### src/rtl/midterm2_led_sequencer_if.sv
// Register write bus into the LED sequencer. The bus master is the AXI-Lite
// slave write path, which has already accepted each write.
//   slv_reg_wren  one-cycle strobe per accepted write
//   axi_awaddr    register word address
//   S_AXI_WDATA   write data
interface midterm2_led_sequencer_if;
  logic        slv_reg_wren;
  logic [2:0]  axi_awaddr;
  logic [31:0] S_AXI_WDATA;

  modport master (output slv_reg_wren, output axi_awaddr, output S_AXI_WDATA);
  modport slave  (input  slv_reg_wren, input  axi_awaddr, input  S_AXI_WDATA);
endinterface

### src/rtl/midterm2_led_sequencer.sv
// Register-programmed LED pattern controller.
// Write-only registers CTRL (0: [0] en, [2:1] mode), PATTERN (1) and
// PERIOD (2) are loaded from the write bus. A prescaler produces a step tick
// every PERIOD cycles, on which the LED bus advances according to the mode:
// static, blink, rotate or bounce.
//   S_AXI_ACLK     clock, rising edge
//   S_AXI_ARESETN  synchronous active-low reset
//   wr             register write bus (slave side)
//   LED            registered LED drive
//   step           one-cycle pulse on every pattern advance
//   running        registered CTRL.en
module midterm2_led_sequencer #(
  parameter int unsigned LED_WIDTH    = 8,
  parameter int unsigned PERIOD_WIDTH = 24
) (
  input  logic                     S_AXI_ACLK,
  input  logic                     S_AXI_ARESETN,
  midterm2_led_sequencer_if.slave  wr,
  output logic [LED_WIDTH-1:0]     LED,
  output logic                     step,
  output logic                     running
);

  typedef enum logic [1:0] {
    MODE_STATIC = 2'd0,
    MODE_BLINK  = 2'd1,
    MODE_ROTATE = 2'd2,
    MODE_BOUNCE = 2'd3
  } mode_e;

  typedef enum logic {
    PHASE_ON  = 1'b0,
    PHASE_OFF = 1'b1
  } phase_e;

  typedef enum logic {
    DIR_LEFT  = 1'b0,
    DIR_RIGHT = 1'b1
  } dir_e;

  logic                    en_q, en_d;
  mode_e                   mode_q, mode_d;
  logic [LED_WIDTH-1:0]    pattern_q, pattern_d;
  logic [PERIOD_WIDTH-1:0] period_q, period_d;
  logic [PERIOD_WIDTH-1:0] cnt_q, cnt_d;
  phase_e                  phase_q, phase_d;
  dir_e                    dir_q, dir_d;
  logic [LED_WIDTH-1:0]    led_q, led_d;
  logic                    step_q, step_d;

  logic wr_hit;
  logic tick;
  logic unused_wdata;

  // Fields take only the low WDATA bits; the rest are deliberately dropped.
  assign unused_wdata = ^wr.S_AXI_WDATA;

  // Only the three mapped addresses cause a write side effect.
  assign wr_hit = wr.slv_reg_wren && (wr.axi_awaddr < 3'd3);
  assign tick   = en_q && (period_q != '0) &&
                  (cnt_q == period_q - PERIOD_WIDTH'(1));

  always_ff @(posedge S_AXI_ACLK) begin
    if (!S_AXI_ARESETN) begin
      en_q      <= 1'b0;
      mode_q    <= MODE_STATIC;
      pattern_q <= '0;
      period_q  <= '0;
      cnt_q     <= '0;
      phase_q   <= PHASE_ON;
      dir_q     <= DIR_LEFT;
      led_q     <= '0;
      step_q    <= 1'b0;
    end else begin
      en_q      <= en_d;
      mode_q    <= mode_d;
      pattern_q <= pattern_d;
      period_q  <= period_d;
      cnt_q     <= cnt_d;
      phase_q   <= phase_d;
      dir_q     <= dir_d;
      led_q     <= led_d;
      step_q    <= step_d;
    end
  end

  always_comb begin
    en_d      = en_q;
    mode_d    = mode_q;
    pattern_d = pattern_q;
    period_d  = period_q;
    cnt_d     = cnt_q;
    phase_d   = phase_q;
    dir_d     = dir_q;
    led_d     = led_q;
    step_d    = 1'b0;

    if (wr_hit) begin
      // A register write restarts the sequence from the freshly written
      // values and swallows any tick landing on the same edge.
      case (wr.axi_awaddr)
        3'd0: begin
          en_d   = wr.S_AXI_WDATA[0];
          mode_d = mode_e'(wr.S_AXI_WDATA[2:1]);
        end
        3'd1:    pattern_d = wr.S_AXI_WDATA[LED_WIDTH-1:0];
        default: period_d  = wr.S_AXI_WDATA[PERIOD_WIDTH-1:0];
      endcase
      cnt_d   = '0;
      phase_d = PHASE_ON;
      dir_d   = DIR_LEFT;
      led_d   = en_d ? pattern_d : '0;
    end else if (!en_q) begin
      cnt_d = '0;
      led_d = '0;
    end else if (period_q == '0) begin
      cnt_d = '0;
      led_d = pattern_q;
    end else if (tick) begin
      cnt_d  = '0;
      step_d = 1'b1;
      case (mode_q)
        MODE_STATIC: led_d = pattern_q;
        MODE_BLINK: begin
          phase_d = (phase_q == PHASE_ON) ? PHASE_OFF : PHASE_ON;
          led_d   = (phase_d == PHASE_ON) ? pattern_q : '0;
        end
        MODE_ROTATE: led_d = {led_q[LED_WIDTH-2:0], led_q[LED_WIDTH-1]};
        default: begin
          if (dir_q == DIR_LEFT) begin
            if (led_q[LED_WIDTH-1]) begin
              dir_d = DIR_RIGHT;
              led_d = led_q >> 1;
            end else begin
              led_d = led_q << 1;
            end
          end else begin
            if (led_q[0]) begin
              dir_d = DIR_LEFT;
              led_d = led_q << 1;
            end else begin
              led_d = led_q >> 1;
            end
          end
        end
      endcase
    end else begin
      cnt_d = cnt_q + PERIOD_WIDTH'(1);
    end
  end

  assign LED     = led_q;
  assign step    = step_q;
  assign running = en_q;

endmodule

### src/flat_wrapper.sv
// flat-port wrapper written by rule: the top's interface ports become plain ports
module midterm2_led_sequencer_flat 
#(
  parameter int unsigned LED_WIDTH    = 8,
  parameter int unsigned PERIOD_WIDTH = 24
)
  (S_AXI_ACLK, S_AXI_ARESETN, LED, step, running, wr_slv_reg_wren, wr_axi_awaddr, wr_S_AXI_WDATA);
  midterm2_led_sequencer_if wr_i ();
  input  logic S_AXI_ACLK;
  input  logic S_AXI_ARESETN;
  output logic [LED_WIDTH-1:0] LED;
  output logic step;
  output logic running;
  input wire logic [$bits(wr_i.slv_reg_wren)-1:0] wr_slv_reg_wren;
  input wire logic [$bits(wr_i.axi_awaddr)-1:0] wr_axi_awaddr;
  input wire logic [$bits(wr_i.S_AXI_WDATA)-1:0] wr_S_AXI_WDATA;
  assign wr_i.slv_reg_wren = wr_slv_reg_wren;
  assign wr_i.axi_awaddr = wr_axi_awaddr;
  assign wr_i.S_AXI_WDATA = wr_S_AXI_WDATA;
  midterm2_led_sequencer #(.LED_WIDTH(LED_WIDTH), .PERIOD_WIDTH(PERIOD_WIDTH)) u_core (.S_AXI_ACLK(S_AXI_ACLK), .S_AXI_ARESETN(S_AXI_ARESETN), .wr(wr_i), .LED(LED), .step(step), .running(running));
endmodule
### config.mk
export PLATFORM = sky130hd
export DESIGN_NAME = midterm2_led_sequencer_flat
export DESIGN_NICKNAME = d
export VERILOG_FILES = /design/src/rtl/midterm2_led_sequencer_if.sv /design/src/rtl/midterm2_led_sequencer.sv /design/src/flat_wrapper.sv
export SDC_FILE = /design/constraint.sdc
export NUM_CORES = 1
export LEC_CHECK = 0
export BUFFER_PORTS_ARGS = -buffer_cell sky130_fd_sc_hd__buf_2
export CAP_MARGIN = 20
export CORE_MARGIN = 5
export CORE_UTILIZATION = 50
export CTS_CLUSTER_DIAMETER = 150
export DETAILED_ROUTE_END_ITERATION = 12
export PLACE_DENSITY = 0.7
export SLEW_MARGIN = 10
export SYNTH_ARGS = -nofsm -noshare
export SYNTH_HDL_FRONTEND = slang
export SYNTH_SLANG_ARGS = --single-unit
### constraint.sdc
create_clock -name S_AXI_ACLK -period 6 [get_ports S_AXI_ACLK]
set_input_delay 0 -clock S_AXI_ACLK [delete_from_list [all_inputs] [get_ports S_AXI_ACLK]]
set_output_delay 0 -clock S_AXI_ACLK [all_outputs]
set_load 0.02 [all_outputs]
==> impl_metrics.toml, run 1 <==
[route]
routed_wl_um = 10000
dr.first_iter.drc_count = 314
wl_per_cell_um = 15.3
first_pass_iters = 5
drc = 0
ant_nets = 0
drt-vias-per-instance = 5.79
vias = 3801

[synth]
yosys.area.top_type = "dfxtp_1"
synth_edf_count = 0
syn-num-nets = 542
synthArstFlopShare_pct = 0
synth_seq_cells = 70
synthTopCellsByArea = "dfxtp_1 35%, nand2_1 8.0%, a21boi_0 6.5%, xor2_1 5.6%, xnor2_1 4.5%"
synth_top_cell_area_share_pct = 34.6
synth_top_cells_by_count = "86 x nand2_1, 70 x dfxtp_1, 41 x nor2_1, 35 x a21boi_0, 26 x xor2_1"
ys.flop_type = "dfxtp_1"
yosysWarnings = 0
synth.most_common_cell = "nand2_1"
syn_area_per_cell_um2 = 8.08
syn_inst = 501
synth_cell_type_count = 59
yosysSeqAreaShare_pct = 34.6
synth_area_um2 = 4050

[critical_path]
crit_end = "u_core.phase_q$_SDFFE_PP0P_"
cp_max_fo = 9
end_kind = "flip-flop"
crit_path_start = "u_core.period_q[11]$_SDFFE_PN0P_"
crit_arrival_ps = 3420
r2r-start = "u_core.period_q[11]$_SDFFE_PN0P_"
start_kind = "flip-flop"
worstPathRequired_ps = 6280
r2r_cells = 8
regToRegSetupSlack_ps = 2860
r2r-end = "u_core.phase_q$_SDFFE_PP0P_"
path_class = "reg2reg"

[clock_tree]
cts_buffer_depth = 2
cts_tree = "built"
clkTransAtPathRegs_ps = 80
cts_num_sinks = 70
htreeDepth = 3
cts_root_buf = "clkbuf_8"
cts_made_buffers = 9
clk-insertion-delay-late_ps = 350

[floorplan]
fp-row-count = 32
dieArea_um2 = 10000
initial_utilization_pct = 51.9
die_w_um = 100
coreArea_um2 = 7810
die_y_um = 100
ios = 48

[placement]
gp_congestion = 0.904
place_ws_ps = 2900
portBuffers = 39
dpl.hpwl_um = 7190

[final_layout]
n_antenna_cell = 0
drive_gt1_share_pct = 12.1
area_growth_pct = 15.1
finalNetCount = 591
fill_cells = 722

[power]
p_leak_nw = 1.72
p_per_area_nw_per_um2 = 197
vdd_ir_drop_max_mv = 0.128

[timing]
fin_crit_sh_pct = 52.4
slew-limit-headroom_pct = 39.6
worst_slack_ps = 2860
finalSetupTns_ps = 0
setup_viol = 0
hold_violations = 0
period_minus_slack_ps = 3140
drv_slew = 0
worst_pin_slew_ps = 906
clock.fmax_mhz = 318
rsz0062_at_grt = "false"
skew_ps = 10.2

[hold_path]
hp-class = "in2reg"

[global_routing]
grtUsageTotal_pct = 20.5
grt_antenna_before_repair = 0
grt_busiest_layer = "met2"
groute.layer.met3.usage_pct = 3.89
grt_max_degree = 48
grt_pass1_wl_um = 16700
first_global_vias = 3497
gr-total-overflow = 0
use_met1_pct = 29.1
grtUsageMet2_pct = 31.3

[run_status]
status = "completed"

[flow_run]
cap_violations = 0
## critical path, cell delays in order, from the launching register on
cell and delay, ps:
dfxtp_1 410, nor4_1 550, nand2_1 170, nor3_1 290
mux2_2 370, o31ai_1 390, nand4_2 270, or4_1 470
a21oi_1 160
## routing by layer
metal / vias up / share of wire (%)
met4: 0 / 1.9
li1: 1873 / -
met2: 129 / 45
met1: 1786 / 47
met3: 13 / 6.2
met5: - / 0
## power by group
part | switching [mW] | internal (mW)
clock network | 0.177 | 0.160
registers | 0.00824 | 0.470
logic | 0.0550 | 0.0514
total | 0.240 | 0.681
## registers in the layout (all words and copies together), names as in the netlist
signal / flops
u_core.phase_q: 1
u_core.LED: 8
u_core.step: 1
u_core.running: 1
u_core.dir_q: 1
u_core.period_q: 24
u_core.mode_q: 2
u_core.cnt_q: 24
u_core.pattern_q: 8
## cells in the final DEF (no fill, tap or decap), types with 12 or more instances in the layout
cell type | synthesis | final
a21boi_0 | 35 | 35
buf_2 | 0 | 39
dfxtp_1 | 70 | 70
dlygate4sd3_1 | 0 | 25
nand2_1 | 86 | 86
nand3_1 | 15 | 15
nor2_1 | 41 | 41
nor3_1 | 12 | 12
o21ai_0 | 14 | 14
xnor2_1 | 21 | 21
xor2_1 | 26 | 26
## cell families (layout without fill, tap and decap cells)
family / Yosys count / after routing / share of synthesized area (%)
DFF: 70 / 70 / 34.6
muxes: 8 / 8 / 2.10
AOI/OAI and AO/OA: 106 / 106 / 19.0
buffers and inverters: 37 / 91 / 4.17
adders and majority gates: 3 / 3 / 0.927
and+or+nand+nor: 229 / 229 / 28.5
xor gates and xnor gates: 48 / 48 / 10.8
## through the flow
stage / utilization [%] / std cells / hold slack [ps] / power, mW / instance area (um^2)
detailed placement: 54.4 / 616 / 262 / 0.582 / 4240
global route: 59.7 / 657 / 130 / 0.961 / 4660
CTS: 59.7 / 657 / 96.6 / 0.927 / 4660
floorplan: - / 501 / 145 / 0.552 / 4050
global placement: 54.4 / 616 / 254 / 0.579 / 4240
finish: 59.7 / 657 / 95.5 / 0.921 / 4660
## how the worst min path moves through the flow
stage                                             to  cells past startpoint               start
global route             u_core.running$_SDFFE_PN0P_                      4     wr_slv_reg_wren
finish                   u_core.running$_SDFFE_PN0P_                      4     wr_slv_reg_wren
global placement    u_core.period_q[15]$_SDFFE_PN0P_                      3  wr_S_AXI_WDATA[15]
floorplan           u_core.pattern_q[5]$_SDFFE_PN0P_                      2   wr_S_AXI_WDATA[5]
detailed placement  u_core.period_q[15]$_SDFFE_PN0P_                      3  wr_S_AXI_WDATA[15]
CTS                      u_core.running$_SDFFE_PN0P_                      4     wr_slv_reg_wren
## area by class of cell
cell class	count	area (um^2)	share of cell area, %
repair buffers	64	445	9.55
well taps	102	128	2.74
flip-flops and latches	70	1400	30.1
inverters	11	41.3	0.886
clock buffers	12	145	3.11
clock inverters	4	22.5	0.483
multi-input cells	394	2480	53.2
## repair_timing
item | in CTS | in global routing
buffers inserted | 0 | 0
hold buffers | 25 | 0
endpoints found under the hold margin | 35 | 0
resized for setup | 0 | 0
No activity file was read; power rests on OpenSTA's default activity.
==> inputs of run 2 (changes only) <==
Clock period 6 ns to 2.9 ns, I/O delays scaled along.
==> run 2 against run 1 <==
Against the previous run:
- sequential share of layout area is 2.4 points lower
- maximum frequency up 10%
- setup slack lost 2800 ps
- power rose to 2.5 times the previous value
- clock skew shrank 1.7 ps
- largest power group is now the clock network
- worst hold slack better by 27 ps
- cell count rose by 4.7%
==> impl_metrics.toml, run 2 (synthesis results as in run 1) <==
[run_status]
status = "completed"

[power]
p_per_area_nw_per_um2 = 456
finalPower_mw = 2.31
vdd_ir_drop_max_mv = 0.345
p_leak_nw = 1.93

[clock_tree]
clk-insertion-delay-late_ps = 350
cts_made_buffers = 9
clkTransAtPathRegs_ps = 70
cts_tree = "built"
post_cts_buffers = 0
cts_num_sinks = 70
cts_buffer_depth = 2
cts_root_buf = "clkbuf_8"
htreeDepth = 3

[final_layout]
final_cell_mix = "86 x nand2_1, 69 x dfxtp_1, 41 x nor2_1"
drive_gt1_share_pct = 18.4
finalNetCount = 622
n_antenna_cell = 0
layout_commonest_cell = "nand2_1"
fill_cells = 678
final_area_um2 = 5060
fin_cells = 688
area_growth_pct = 25.1
top_regs = "u_core.cnt_q x24, u_core.period_q x24"

[timing]
skew_ps = 8.52
hold_violations = 0
drv_slew = 0
setup_viol = 0
slew-limit-headroom_pct = 43.7
worst_slack_ps = 45.5
period_minus_slack_ps = 2850
rsz0062_at_grt = "true"
worst_pin_slew_ps = 845
fin_crit_sh_pct = 98.4
clock.fmax_mhz = 350

[floorplan]
coreArea_um2 = 7810
ios = 48
die_w_um = 100
die_y_um = 100
dieArea_um2 = 10000
initial_utilization_pct = 51.9
fp-row-count = 32

[critical_path]
start_kind = "flip-flop"
crit_arrival_ps = 3090
end_kind = "flip-flop"
worstPathRequired_ps = 3140
path_class = "reg2reg"
cp_max_fo = 8

[flow_run]
cap_violations = 0

[global_routing]
grt_antenna_before_repair = 0
first_global_vias = 3687
grt_pass1_wl_um = 17500
grtUsageTotal_pct = 21.5
gr-total-overflow = 0
grt_max_degree = 48

[hold_path]
hp-class = "in2reg"

[route]
route.met2.wl_um = 4860
routed_wl_um = 10700
dr.first_iter.drc_count = 305
top_layer = "met4"
first_pass_iters = 6
wl_per_cell_um = 15.6
vias = 3895
drc = 0
ant_nets = 0
wl_met1_um = 5080
drt-vias-per-instance = 5.66
met3_length_um = 611

[placement]
dpl_cell_area_um2 = 4470
dp.cells = 646
portBuffers = 39
place_ws_ps = 10.1
dpl.hpwl_um = 7630
gp_congestion = 0.881
==> run 2: cell count changes in the layout (fill, tap and decap cells not counted), sizes merged <==
cell | previous run | this run
clkbuf | 12 | 10
clkinv | 3 | 1
bufinv | 0 | 4
buf | 39 | 69
nand3 | 16 | 17
==> run 2: path summary, 6_finish.rpt <==
path | depth (start not counted) | slack [ps] | from | endpoint
hold reg to reg | 2 | 470 | u_core.pattern_q[2]$_SDFFE_PN0P_ | u_core.pattern_q[2]$_SDFFE_PN0P_
setup reg to reg | 9 | 50 | u_core.period_q[7]$_SDFFE_PN0P_ | u_core.LED[6]$_SDFFE_PN0P_
hold / removal | 4 | 120 | wr_slv_reg_wren | u_core.running$_SDFFE_PN0P_
setup / recovery | 9 | 50 | u_core.period_q[7]$_SDFFE_PN0P_ | u_core.LED[6]$_SDFFE_PN0P_
==> run 2: worst max-delay path, cell delays in order, from the launching register on <==
cell and delay [ps]:
dfxtp_2 330, or4_4 530, or4_4 430, or4_4 520
o2111a_1 130, and4_4 200, nand4_4 150, buf_6 140
nand2_8 70, o221a_2 250
==> run 2: routing by layer <==
metal | vias up | global-route usage, %
li1 | 1933 | -
met1 | 1832 | 30.6
met2 | 112 | 32.8
met3 | 18 | 3.96
met4 | 0 | 7.36
met5 | - | 0
==> run 2: cell type report <==
type                            instances  area [um^2]  area share, %
Multi-Input combinational cell        395         2550           50.3
Sequential cell                        70         1400           27.7
Timing Repair Buffer                   94          674           13.3
Clock buffer                           10          138           2.72
Clock inverter                          6          133           2.62
Tap cell                              102          128           2.52
Inverter                               11         41.3          0.815
==> run 2: timing repair <==
action                     4_1_cts  5_1_grt
hold buffers                    25        0
resized for setup                0       12
hold endpoints to repair        35        0
setup endpoints to repair        0       34
==> run 2: per-stage QoR <==
stage          hold WS, ps  setup TNS [ps]  utilization (%)
6_report               123               0             64.9
5_1_grt                146           -82.9             64.9
4_1_cts                108               0             63.9
3_5_place_dp           262               0             57.2
3_3_place_gp           253               0             57.2
2_1_floorplan          145               0                -
==> run 2: where the power goes <==
part           switching [mW]  leakage [nW]  total, mW  internal [mW]
clock                   0.372         0.132       1.05          0.680
sequential             0.0125         0.565      0.984          0.972
combinational           0.135          1.24      0.271          0.136
==> inputs of run 3 (changes only) <==
Settings changed: CORE_MARGIN 5 to default.
==> run 3 against run 2 <==
Against the previous run:
- flip-flop and latch count unchanged
- largest power group is now sequential cells
- register-to-register slack better by 60 ps
- largest cell class unchanged
- via count up 3.1%
- die area down 15%
- sequential power about the same
==> impl_metrics.toml, run 3 (synthesis results as in run 1) <==
[critical_path]
crit_arrival_ps = 3080
end_kind = "flip-flop"
cp_max_fo = 6
start_kind = "flip-flop"
path_class = "reg2reg"
cpMaxStageDelayCell = "or4_4"
worstPathRequired_ps = 3180
cp_cell_sequence = "or4_4 > or4_1 > or4_1 > o2111a_1 > and4_4 > nand4_4 > buf_6 > nand3_4 > nor2_1"
cpPeakStageDelay_ps = 530
cp_common_cell = "or4_1"

[floorplan]
initial_utilization_pct = 52.1
coreArea_um2 = 7770
die_w_um = 92.0
fp-row-count = 32
ios = 48
die_y_um = 92.0
dieArea_um2 = 8460

[power]
power_frac_comb_pct = 12.4
p_leak_nw = 1.89
vdd_ir_drop_max_mv = 0.225
clockPowerShare_pct = 42.1
p_per_area_nw_per_um2 = 430
finalPower_mw = 2.16
p_switching_mw = 0.528
swShare_pct = 24.4
seqPwrFrac_pct = 45.5
p_int_mw = 1.64

[final_layout]
top_regs = "u_core.cnt_q x24, u_core.period_q x24"
area_growth_pct = 24.2
drive_gt1_share_pct = 18.6
finalNetCount = 621
fill_cells = 677
final_cell_mix = "86 x nand2_1, 70 x dfxtp_1, 39 x buf_2"
n_antenna_cell = 0
layout_commonest_cell = "nand2_1"
fin_cells = 687

[timing]
clock.fmax_mhz = 358
skew_ps = 12.1
period_minus_slack_ps = 2790
hold_slack_ps = 33.9
finalSetupTns_ps = 0
worst_pin_slew_ps = 930
drv_slew = 0
hold_violations = 0
slew-limit-headroom_pct = 38.0
setup_viol = 0
fin_crit_sh_pct = 96.4

[route]
first_pass_iters = 7
drt-vias-per-instance = 5.85
dr.first_iter.drc_count = 325
ant_nets = 0
vias = 4016
routed_wl_um = 11100
wl_per_cell_um = 16.1
drc = 0

[global_routing]
grtUsageTotal_pct = 26.8
grt_pass1_wl_um = 17800
grt_antenna_before_repair = 0
grt_max_degree = 49
first_global_vias = 3614
gr-total-overflow = 0

[clock_tree]
cts_tree = "built"
clk-insertion-delay-late_ps = 350
htreeDepth = 3
post_cts_buffers = 0
cts_root_buf = "clkbuf_8"
cts_buffer_depth = 2
clkTransAtPathRegs_ps = 80
cts_num_sinks = 70
cts_made_buffers = 9

[placement]
dpl.hpwl_um = 7400
portBuffers = 39
gp_congestion = 0.895
dp.cells = 644

[hold_path]
hp-class = "in2reg"

[flow_run]
cap_violations = 0

[run_status]
status = "completed"
[run 3: path summary, 6_finish.rpt]
| check | start | slack (ps) | depth (start not counted) | to |
|---|---|---|---|---|
| setup / recovery | u_core.period_q[7]$_SDFFE_PN0P_ | 110 | 9 | u_core.cnt_q[13]$_SDFF_PP0_ |
| hold / removal | wr_axi_awaddr[2] | 30 | 4 | u_core.running$_SDFFE_PN0P_ |
| setup reg to reg | u_core.period_q[7]$_SDFFE_PN0P_ | 110 | 9 | u_core.cnt_q[13]$_SDFF_PP0_ |
| hold reg to reg | u_core.pattern_q[2]$_SDFFE_PN0P_ | 480 | 2 | u_core.pattern_q[2]$_SDFFE_PN0P_ |
[run 3: stage by stage]
step	area, um^2	worst slack (ps)	util (%)
CTS	4940	8.00	63.7
global placement	4450	23.0	57.3
finish	5030	105	64.7
detailed placement	4450	-28.4	57.3
floorplan	4050	68.0	-
global route	5030	-4.63	64.7
[run 3: final cells by class]
| cell class | count | area (um^2) | area share [%] |
|---|---|---|---|
| Clock inverter | 5 | 81.3 | 1.62 |
| Clock buffer | 11 | 151 | 3.01 |
| Sequential cell | 70 | 1400 | 27.9 |
| Multi-Input combinational cell | 397 | 2580 | 51.2 |
| Tap cell | 102 | 128 | 2.54 |
| Inverter | 11 | 41.3 | 0.821 |
| Timing Repair Buffer | 91 | 649 | 12.9 |
[run 3: metal layers]
layer  GRT usage [%]  vias to the layer above  part of all wire (%)
met5               0                        -                     0
met4            7.42                        0                   1.2
met2            41.7                      142                    46
met1            38.3                     1916                    46
li1                -                     1942                     -
met3            4.31                       16                   6.7
[run 3: repair_timing]
item                       CTS  global route
pin swaps                    0            17
resized for setup            1            13
setup endpoints to repair   24            32
hold endpoints to repair    34             0
hold buffers                24             0
gates cloned                 1             2
[run 3: worst max-delay path, delay by kind of cell, from the launching register on]
family,cells,cell delay [ps]
buf+inv,1,160
simple gates,7,2090
compound gates,1,140
flops,1,330
[run 3: power by group through the flow]
stage          Combinational (mW)  Sequential [mW]  Clock [mW]
2_1_floorplan               0.137             1.00           0
3_3_place_gp                0.224             1.01           0
3_5_place_dp                0.228             1.01           0
4_1_cts                     0.256            0.983       0.925
5_1_grt                     0.292            0.985       0.966
6_report                    0.269            0.984       0.911
